===== src/rtl/cmd_feeder.sv =====
// Command feeder: buffers producer commands in a small FIFO and issues them to a
// downstream stack stage, dropping PUSH-when-full / POP-when-empty against a modelled level.
module cmd_feeder #(
    parameter int FIFO_DEPTH = 4,
    parameter int STK_DEPTH  = 8
) (
    input  logic       clk,
    input  logic       rst,
    input  logic       cmd_valid,
    output logic       cmd_ready,
    input  logic [2:0] cmd_op,
    input  logic [7:0] cmd_data,
    input  logic       stall,
    output logic [2:0] out_op,
    output logic [7:0] out_data,
    output logic       apply,
    output logic       rejected,
    output logic [3:0] level
);

    localparam int PTR_W = (FIFO_DEPTH > 1) ? $clog2(FIFO_DEPTH) : 1;
    localparam int CNT_W = $clog2(FIFO_DEPTH + 1);
    localparam logic [2:0] OP_PUSH = 3'b101;
    localparam logic [2:0] OP_POP  = 3'b000;

    logic [10:0]      mem_q [FIFO_DEPTH];
    logic [PTR_W-1:0] wr_ptr_q, wr_ptr_d;
    logic [PTR_W-1:0] rd_ptr_q, rd_ptr_d;
    logic [CNT_W-1:0] cnt_q, cnt_d;
    logic [2:0]       out_op_q, out_op_d;
    logic [7:0]       out_data_q, out_data_d;
    logic             apply_q, apply_d;
    logic             rejected_q, rejected_d;
    logic [3:0]       level_q, level_d;

    logic       push_en;
    logic       pop_en;
    logic       drop;
    logic [2:0] head_op;
    logic [7:0] head_data;

    // Handshake: a command transfers on a rising edge where cmd_valid && cmd_ready;
    // cmd_ready reflects only the registered count, so a full FIFO never accepts
    // even if an entry leaves on the same edge.
    assign cmd_ready = !rst && (cnt_q < CNT_W'(FIFO_DEPTH));
    assign push_en   = cmd_valid && cmd_ready;
    assign pop_en    = (cnt_q != '0) && !stall;

    assign head_op   = mem_q[rd_ptr_q][10:8];
    assign head_data = mem_q[rd_ptr_q][7:0];

    // Classification uses the pre-edge level so consecutive pushes chain correctly.
    assign drop = ((head_op == OP_PUSH) && (level_q == 4'(STK_DEPTH))) ||
                  ((head_op == OP_POP)  && (level_q == 4'd0));

    always_comb begin
        wr_ptr_d   = wr_ptr_q;
        rd_ptr_d   = rd_ptr_q;
        cnt_d      = cnt_q;
        out_op_d   = out_op_q;
        out_data_d = out_data_q;
        apply_d    = 1'b0;
        rejected_d = 1'b0;
        level_d    = level_q;

        if (push_en) begin
            wr_ptr_d = (wr_ptr_q == PTR_W'(FIFO_DEPTH - 1)) ? '0 : wr_ptr_q + 1'b1;
        end

        if (pop_en) begin
            rd_ptr_d = (rd_ptr_q == PTR_W'(FIFO_DEPTH - 1)) ? '0 : rd_ptr_q + 1'b1;
            if (drop) begin
                rejected_d = 1'b1;
            end else begin
                apply_d    = 1'b1;
                out_op_d   = head_op;
                out_data_d = head_data;
                if (head_op == OP_PUSH) begin
                    level_d = level_q + 4'd1;
                end else if (head_op == OP_POP) begin
                    level_d = level_q - 4'd1;
                end
            end
        end

        if (push_en && !pop_en) begin
            cnt_d = cnt_q + 1'b1;
        end else if (!push_en && pop_en) begin
            cnt_d = cnt_q - 1'b1;
        end
    end

    always_ff @(posedge clk) begin
        if (rst) begin
            wr_ptr_q   <= '0;
            rd_ptr_q   <= '0;
            cnt_q      <= '0;
            out_op_q   <= 3'b000;
            out_data_q <= 8'h00;
            apply_q    <= 1'b0;
            rejected_q <= 1'b0;
            level_q    <= 4'd0;
        end else begin
            wr_ptr_q   <= wr_ptr_d;
            rd_ptr_q   <= rd_ptr_d;
            cnt_q      <= cnt_d;
            out_op_q   <= out_op_d;
            out_data_q <= out_data_d;
            apply_q    <= apply_d;
            rejected_q <= rejected_d;
            level_q    <= level_d;
        end
    end

    // Storage needs no reset: entries are only read when the count says they are valid.
    always_ff @(posedge clk) begin
        if (push_en) begin
            mem_q[wr_ptr_q] <= {cmd_op, cmd_data};
        end
    end

    assign out_op   = out_op_q;
    assign out_data = out_data_q;
    assign apply    = apply_q;
    assign rejected = rejected_q;
    assign level    = level_q;

endmodule


===== config.mk =====
export PLATFORM = sky130hd
export DESIGN_NAME = cmd_feeder
export DESIGN_NICKNAME = d
export VERILOG_FILES = /design/src/rtl/cmd_feeder.sv
export SDC_FILE = /design/constraint.sdc
export NUM_CORES = 1
export LEC_CHECK = 0
export BUFFER_PORTS_ARGS = -buffer_cell sky130_fd_sc_hd__buf_2
export CAP_MARGIN = 20
export CORE_AREA = 2 2 99 101
export DETAILED_ROUTE_END_ITERATION = 8
export DIE_AREA = 0 0 101 103
export GPL_TIMING_DRIVEN = 1
export PLACE_DENSITY = 0.46
export SLEW_MARGIN = 30
export SYNTH_ARGS = -nofsm -noshare
export SYNTH_HDL_FRONTEND = slang
export SYNTH_SLANG_ARGS = --single-unit

===== constraint.sdc =====
create_clock -name clk -period 5.3 [get_ports clk]
set_input_delay 0.795 -clock clk [delete_from_list [all_inputs] [get_ports clk]]
set_output_delay 0.795 -clock clk [all_outputs]
set_load 0.005 [all_outputs]

==> results.json, run 1 <==
{
  "crit_type": "register to register",
  "vias": 1522,
  "route.detailed.drc": 0,
  "start_kind": "register",
  "viasPerCell": 4.503,
  "synth_area_um2": 2841,
  "status": "completed",
  "dieArea_um2": 10400,
  "cts_tree": "yes",
  "fp.dieH_um": 103,
  "finalHoldViolations": 0,
  "worst_slack_ns": 2.395,
  "rows": 36,
  "synth_top_area_share_pct": 46.50,
  "p_per_area_nw_per_um2": 472.0,
  "nets": 244,
  "synth_edf_count": 44,
  "port_buffers": 32,
  "yosysMostFrequentCell": "edfxtp_1",
  "endpoint": "level[3]",
  "setup_tns_ns": 0,
  "period_minus_slack_ns": 2.905,
  "syn_area_per_cell_um2": 15.53,
  "ys.warnings.count": 0,
  "start_util_pct": 30.04,
  "drtAntennaViolNets": 0,
  "total_power_mw": 1.572,
  "regArea_um2": 1842,
  "max_slew_margin_pct": 57.74,
  "hold_buffers": 0,
  "cp_max_fo": 11,
  "async_reset_ff_share_pct": 0,
  "clk_path_buf_depth": 2,
  "power.leakage_nw": 1.300,
  "yosysTopAreaCell": "edfxtp_1",
  "preCtsSetupSlack_ns": 2.318,
  "fill_cells": 929,
  "multi_input_area_um2": 943.4,
  "tightestPinTransition_ns": 0.6330,
  "critPathArrivalTime_ns": 3.14,
  "r2r_end": "level[3]",
  "layout-drive-gt1-share_pct": 23.21,
  "fmax_ghz": 0.3443,
  "hold_ws_ns": 0.4750,
  "place_congestion": 0.7122,
  "dp_cells": 322,
  "synth_seq_cells": 70,
  "finalClockSkew_ns": 0.01359,
  "drt_iter0_drc": 48,
  "synth_cell_types": 33,
  "core_um2": 9459,
  "seq_area_frac_synth_pct": 64.82,
  "post_cts.repair.setup_buffers": 0,
  "wire_per_inst_um": 14.90,
  "die_x_um": 101,
  "synth.area.top_cells": "edfxtp_1 (46%), dfxtp_1 (18%), mux4_1 (8.3%)",
  "h-tree-depth": 3,
  "root_buffer": "clkbuf_8",
  "clkSinkCount": 70,
  "rsz0062_at_grt": "false",
  "drv_cap": 0,
  "grt_overflow": 0,
  "first_pass_iters": 4,
  "wirelength_um": 5035,
  "clk_latency_ns": 0.34,
  "grt_pass1_wl_um": 8031,
  "required_ns": 5.54,
  "dp_hpwl_um": 3330,
  "io_pins": 33,
  "cts-buffers-inserted": 9,
  "antennaDiodeCount": 0,
  "synth_common_cells": "edfxtp_1 (44), dfxtp_1 (26), nor2_1 (22)",
  "setup_viol": 0,
  "drv_slew": 0,
  "syn_inst": 183,
  "end_kind": "register",
  "min-delay-path-class": "register to register",
  "synthesis.nets": 208,
  "irDropWorstVdd_v": 0.0001220,
  "antenna_found_initial": 0,
  "grt_max_degree": 27,
  "grtUsageTotal_pct": 10.48,
  "fin_cells": 338,
  "r2r_setup_slack_ns": 2.40,
  "synthFlopType": "edfxtp_1",
  "syn2layout_area_growth_pct": 17.22,
  "r2r_cells": 8,
  "period_share_pct": 54.80,
  "grt_pass1_vias": 1531,
  "cts-resized-gates": 0,
  "clk_pin_slew_worst_paths_ns": 0.08
}
==> logic make-up (layout without fill, tap and decap cells) <==
kind of cell	after synthesis	count (layout)	synth area share [%]
buffers and inverters	11	52	1.981
multiplexers	23	23	14.13
adder cells (fa/ha/maj)	10	10	4.932
AO/OA/AOI/OAI	15	15	3.963
XOR/XNOR	6	6	1.849
AND/OR/NAND/NOR	48	48	8.322
flip-flops	70	70	64.82
==> state kept, by name, indices dropped and copies added (netlist names), named ones only <==
name	cells
mem_q	44
out_data	8
level	4
cnt_q	3
out_op	3
rd_ptr_q	2
wr_ptr_q	2
apply	1
rejected	1
==> through the flow <==
step | cell area [um2] | util [%]
after floorplan | 2841 | -
after detailed placement | 3103 | 32.80
after global placement | 3103 | 32.80
after CTS | 3331 | 35.21
after global routing | 3331 | 35.21
final | 3331 | 35.21
==> critical path, stage by stage, from the launching register on <==
cell and delay [ns]:
dfxtp_1 0.73, mux4_1 0.77, nand3b_1 0.25, ha_1 0.27, a21o_1 0.17, a21oi_1 0.16
xnor2_1 0.16, a21oi_1 0.10, a31o_1 0.20
==> routing by layer <==
| metal | part of all wire (%) | GRT usage (%) | up-vias | wire, um |
|---|---|---|---|---|
| met3 | 4.2 | 2.847 | 8 | 212 |
| met2 | 46 | 16.15 | 30 | 2304 |
| met4 | 1.6 | 5.613 | 0 | 79 |
| li1 | - | - | 771 | - |
| met1 | 48 | 13.53 | 713 | 2440 |
| met5 | 0 | 0 | - | 0 |
==> cell type report <==
class | instances | area share [%]
flip-flops and latches | 70 | 55.30
clock inverters | 7 | 3.118
multi-input cells | 102 | 28.32
well taps | 114 | 4.283
repair buffers | 32 | 4.808
inverters | 4 | 0.4508
clock buffers | 9 | 3.719
==> layout by cell type, fill, tap and decap left out, types with 2 or more instances in the layout <==
cell	count
edfxtp_1	44
xor2_1	2
a211oi_1	2
or4_1	2
mux4_2	2
nand2_1	6
clkinv_4	3
bufinv_16	2
o21ai_0	2
inv_1	4
nor2_1	22
buf_2	32
or3_1	2
dfxtp_1	26
xnor2_1	4
o31ai_1	2
mux4_1	9
mux2i_1	12
ha_1	8
clkbuf_8	9
and3_1	4
a21oi_1	6
nor3_1	4
fa_1	2
inv_6	2
==> worst min path at each step <==
stage                           start           to  slack (ns)  cells after the start
final                     rd_ptr_q[1]     register        0.47                      2
after global routing      rd_ptr_q[1]  rd_ptr_q[1]        0.50                      2
after CTS                 rd_ptr_q[1]     register        0.48                      2
after detailed placement  rd_ptr_q[1]     register        0.47                      2
after global placement    rd_ptr_q[1]  rd_ptr_q[1]        0.47                      2
after floorplan           rd_ptr_q[1]     register        0.45                      2
==> report_power, final <==
part           internal, mW  switching [mW]  total (mW)  leakage (nW)
Clock                 0.271           0.217       0.488         0.114
Sequential            0.657          0.0592       0.716         0.611
Combinational         0.179           0.189       0.368         0.574
Total                  1.11           0.466        1.57          1.30
(Power assumes the default switching activity.)
==> run 2, diff against run 1 <==
- PLACE_DENSITY: 0.46 -> 0.48
- clock period: 5.3 -> 2.4 ns (I/O delays scaled with it)
==> results.json, run 2 (synthesis results as in run 1) <==
{
  "min-delay-path-class": "input port to register",
  "r2r_setup_slack_ns": 0.07,
  "io_pins": 33,
  "worst_slack_ns": 0.07496,
  "placedInstanceArea_um2": 3176,
  "grt_pass1_vias": 1621,
  "cts-buffers-inserted": 9,
  "p_switching_mw": 1.080,
  "first_pass_iters": 4,
  "r2r_cells": 8,
  "clk_path_buf_depth": 2,
  "grt_overflow": 0,
  "critPathArrivalTime_ns": 2.56,
  "top_register": "mem_q",
  "largest_reg_flops": 44,
  "fp.dieH_um": 103,
  "port_buffers": 32,
  "hold_buffers": 0,
  "drtAntennaViolNets": 0,
  "holdPathStages": 1,
  "slowest_delay_ns": 0.51,
  "final_common_cell": "edfxtp_1",
  "finalClockSkew_ns": 0.01269,
  "cp_max_fo": 4,
  "power.leakage_nw": 1.333,
  "required_ns": 2.63,
  "layout-drive-gt1-share_pct": 28.21,
  "tightestPinTransition_ns": 0.5868,
  "layout_common_cells": "edfxtp_1 (44), buf_2 (32), dfxtp_1 (25), nor2_1 (22), mux2i_1 (12)",
  "antenna_found_initial": 0,
  "grt_pass1_wl_um": 8038,
  "switching_share_pct": 31.84,
  "hold_end": "mem_q[3][5]",
  "grt_max_degree": 26,
  "status": "completed",
  "hp-start": "cmd_data[5]",
  "preCtsSetupSlack_ns": 0.04425,
  "irDropWorstVdd_v": 0.0003106,
  "path_delay_family": "compound AO/OA/AOI/OAI gates",
  "rsz0062_at_grt": "true",
  "clk_pin_slew_worst_paths_ns": 0.08,
  "grtUsageTotal_pct": 10.64,
  "viasPerCell": 4.549,
  "period_share_pct": 96.88,
  "postLayoutCellArea_um2": 3391,
  "crit_chain": "mux4_2 -> nand3b_1 -> ha_1 -> a21o_1 -> a21oi_2 -> xnor2_2 -> a21oi_1 -> a31o_1",
  "r2r_end": "level[3]",
  "critPathBufInv": 0,
  "clkSinkCount": 70,
  "end_kind": "register",
  "wirelength_um": 5056,
  "die_x_um": 101,
  "h-tree-depth": 3,
  "start_kind": "register",
  "dp_hpwl_um": 3479,
  "p_per_area_nw_per_um2": 1000,
  "finalHoldViolations": 0,
  "start_util_pct": 30.04,
  "root_buffer": "clkbuf_8",
  "crit_type": "register to register",
  "drv_slew": 0,
  "cp_slowest_cell": "mux4_2",
  "drt_iter0_drc": 48,
  "vias": 1583,
  "max_slew_margin_pct": 60.88,
  "clk_latency_ns": 0.34,
  "place_congestion": 0.7309,
  "syn2layout_area_growth_pct": 19.33,
  "p_int_mw": 2.311,
  "core_um2": 9459,
  "dieArea_um2": 10400,
  "wire_per_inst_um": 14.53,
  "setup_viol": 0,
  "power_frac_seq_pct": 45.9,
  "rows": 36,
  "antennaDiodeCount": 0,
  "clkPwrFrac_pct": 26.4,
  "route.detailed.drc": 0,
  "nets": 254,
  "drv_cap": 0,
  "period_minus_slack_ns": 2.325,
  "power_frac_comb_pct": 27.8,
  "cts_tree": "yes",
  "fmax_ghz": 0.4301
}
==> run 2: cell count changes in the layout (fill, tap and decap cells not counted), moves of 2 or more <==
cell / previous run / this run
inv_6: 2 / 4
clkinv_4: 3 / 0
bufinv_16: 2 / 0
buf_4: 0 / 10
clkinvlp_4: 0 / 2
==> run 2: what timing repair did <==
item / 4_1_cts / 5_1_grt
setup buffers: 0 / 1
endpoints found under the setup margin: 0 / 9
gates resized for setup: 0 / 4
==> run 2: worst max path at each step <==
stage             start        to  cells past startpoint  slack (ns)
6_report       register  level[3]                      8        0.07
5_1_grt        register  level[3]                      8       -0.01
4_1_cts        register  level[3]                      8        0.03
3_5_place_dp   register  level[3]                      8        0.04
3_3_place_gp   register  level[3]                      8        0.07
2_1_floorplan  register  level[3]                      9       0.004
==> run 2: cell type report <==
cell class / count / area [um2]
Timing Repair Buffer: 42 / 235.2
Multi-Input combinational cell: 102 / 967.2
Inverter: 4 / 15.01
Sequential cell: 70 / 1846
Tap cell: 114 / 142.6
Fill cell: 926 / 6068
Clock buffer: 9 / 123.9
Clock inverter: 7 / 61.31
==> run 2: power groups by stage <==
stage,logic (mW),registers (mW),clock network [mW]
after floorplan,0.673,1.56,0
after global placement,0.907,1.58,0
after detailed placement,0.924,1.58,0
after CTS,0.931,1.55,0.929
after global routing,1.06,1.58,0.989
final,0.941,1.56,0.894
==> run 2: per-stage QoR <==
| stage | instances | util [%] | hold WS, ns | power [mW] | setup TNS, ns |
|---|---|---|---|---|---|
| 2_1_floorplan | 183 | - | 0.4541 | 2.237 | 0 |
| 3_3_place_gp | 331 | 33.57 | 0.4755 | 2.488 | 0 |
| 3_5_place_dp | 331 | 33.57 | 0.4786 | 2.504 | 0 |
| 4_1_cts | 347 | 35.53 | 0.2101 | 3.413 | 0 |
| 5_1_grt | 348 | 35.85 | 0.2129 | 3.629 | -0.01482 |
| 6_report | 348 | 35.85 | 0.2316 | 3.391 | 0 |
==> run 2: routing by layer <==
metal	track usage [%]	part of all wire, %	vias to the layer above
met3	3.458	4.1	4
met2	17.44	49	25
met5	0	0	-
li1	-	-	792
met4	5.613	1.0	0
met1	12.53	46	762
==> run 2: worst register-to-register path, delay by kind of cell (launching register included) <==
| kind | cells | cell delay [ns] |
|---|---|---|
| mux | 1 | 0.51 |
| compound gates | 4 | 0.63 |
| flops | 1 | 0.38 |
| simple gates | 1 | 0.25 |
| fa+ha+maj | 1 | 0.33 |
| xor+xnor | 1 | 0.14 |
==> run 3, diff against run 2 <==
- PLACE_DENSITY: 0.48 -> 0.57
==> results.json, run 3 (synthesis results as in run 1) <==
{
  "clkSinkCount": 70,
  "nets": 251,
  "wl_met2_um": 2328,
  "drv_slew": 0,
  "start_kind": "register",
  "crit_type": "register to register",
  "final_common_cell": "edfxtp_1",
  "finish.utilization_pct": 35.45,
  "largest_reg_flops": 44,
  "grt_overflow": 0,
  "h-tree-depth": 3,
  "hold_buffers": 0,
  "core_um2": 9459,
  "clk_pin_slew_worst_paths_ns": 0.08,
  "r2r_setup_slack_ns": 0.14,
  "wirelength_um": 5017,
  "place_congestion": 0.7282,
  "rows": 36,
  "rsz0062_at_grt": "false",
  "r2r_cells": 8,
  "cp_slowest_cell": "mux4_2",
  "root_buffer": "clkbuf_8",
  "slowest_delay_ns": 0.51,
  "power.leakage_nw": 1.308,
  "top_register": "mem_q",
  "period_share_pct": 94.19,
  "start_util_pct": 30.04,
  "dr_wl_met3_um": 245,
  "drtAntennaViolNets": 0,
  "grt_max_degree": 26,
  "wire_per_inst_um": 14.54,
  "wl_met1_um": 2331,
  "cts-buffers-inserted": 9,
  "status": "completed",
  "syn2layout_area_growth_pct": 18.01,
  "grt_pass1_wl_um": 8031,
  "drt_iter0_drc": 86,
  "vias": 1577,
  "tightestPinTransition_ns": 0.5994,
  "drv_cap": 0,
  "first_pass_iters": 4,
  "grt_pass1_vias": 1583,
  "cp_max_fo": 4,
  "path_delay_family": "multiplexers",
  "period_minus_slack_ns": 2.261,
  "layout_common_cells": "edfxtp_1 (44), buf_2 (32), dfxtp_1 (25), nor2_1 (22), mux2i_1 (12)",
  "p_per_area_nw_per_um2": 996.3,
  "irDropWorstVdd_v": 0.0002684,
  "clk_latency_ns": 0.35,
  "port_buffers": 32,
  "io_pins": 33,
  "dp_hpwl_um": 3507,
  "dieArea_um2": 10400,
  "post_cts.repair.setup_buffers": 0,
  "critPathBufInv": 1,
  "setup_tns_ns": 0,
  "max_slew_margin_pct": 60.04,
  "cts-resized-gates": 0,
  "viasPerCell": 4.571,
  "antennaDiodeCount": 0,
  "finalHoldViolations": 0,
  "r2r_end": "level[3]",
  "route.detailed.drc": 0,
  "holdPathStages": 1,
  "hp-start": "cmd_data[3]",
  "grtUsageTotal_pct": 10.46,
  "total_power_mw": 3.341,
  "end_kind": "register",
  "antenna_found_initial": 0,
  "top_layer_used": "met4",
  "required_ns": 2.65,
  "die_x_um": 101,
  "cts_tree": "yes",
  "clk_path_buf_depth": 2,
  "min-delay-path-class": "input port to register",
  "dp_cells": 329,
  "finalClockSkew_ns": 0.01044,
  "setup_viol": 0,
  "layout-drive-gt1-share_pct": 27.27,
  "hold_end": "mem_q[0][3]",
  "critPathArrivalTime_ns": 2.51,
  "crit_chain": "mux4_2 -> nand3b_1 -> buf_4 -> ha_1 -> a21oi_2 -> xnor2_1 -> a21oi_1 -> a31o_1",
  "fmax_ghz": 0.4424,
  "fin_cells": 345,
  "fill_cells": 901,
  "fp.dieH_um": 103
}
[run 3: changes by cell type in the layout (fill, tap and decap cells not counted)]
cell,delta
buf_4,-3
clkinv_2,+1
mux4_2,+1
xnor2_2,-1
clkinv_4,+2
inv_6,-3
xnor2_1,+1
mux4_1,-1
[run 3: area by class of cell]
class / instances / area, um2 / area share, %
Clock buffer: 9 / 123.9 / 3.694
Clock inverter: 7 / 57.56 / 1.716
Inverter: 4 / 15.01 / 0.4478
Multi-Input combinational cell: 102 / 955.9 / 28.51
Sequential cell: 70 / 1846 / 55.04
Tap cell: 114 / 142.6 / 4.254
Timing Repair Buffer: 39 / 212.7 / 6.343
[run 3: worst max path at each step]
stage          startpoint           to  slack [ns]  cells past startpoint
2_1_floorplan    register     level[3]       0.004                      9
3_3_place_gp     register     level[3]        0.13                      8
3_5_place_dp     register  out_data[6]        0.08                      6
4_1_cts          register  out_data[6]        0.08                      6
5_1_grt          register     level[3]        0.01                      8
6_report         register     level[3]        0.14                      8
[run 3: power by group]
part           switching, mW  total [mW]  leakage, nW  internal (mW)
registers              0.115        1.57        0.612           1.45
clock network          0.478       0.864       0.0877          0.386
logic                  0.465       0.908        0.608          0.443
total                   1.06        3.34         1.31           2.28
[run 3: metrics by stage]
step / hold slack, ns / setup slack (ns) / instance area, um2
floorplan: 0.4541 / 0.003875 / 2846
global placement: 0.4678 / 0.1344 / 3161
detailed placement: 0.4829 / 0.07803 / 3161
CTS: 0.2040 / 0.07882 / 3342
global route: 0.2177 / 0.01414 / 3353
finish: 0.2152 / 0.1394 / 3353
[run 3: per-layer routing]
metal	vias to the layer above	global-route usage [%]
met3	8	3.729
met4	0	5.301
met5	-	0
li1	781	-
met2	32	15.59
met1	756	13.51
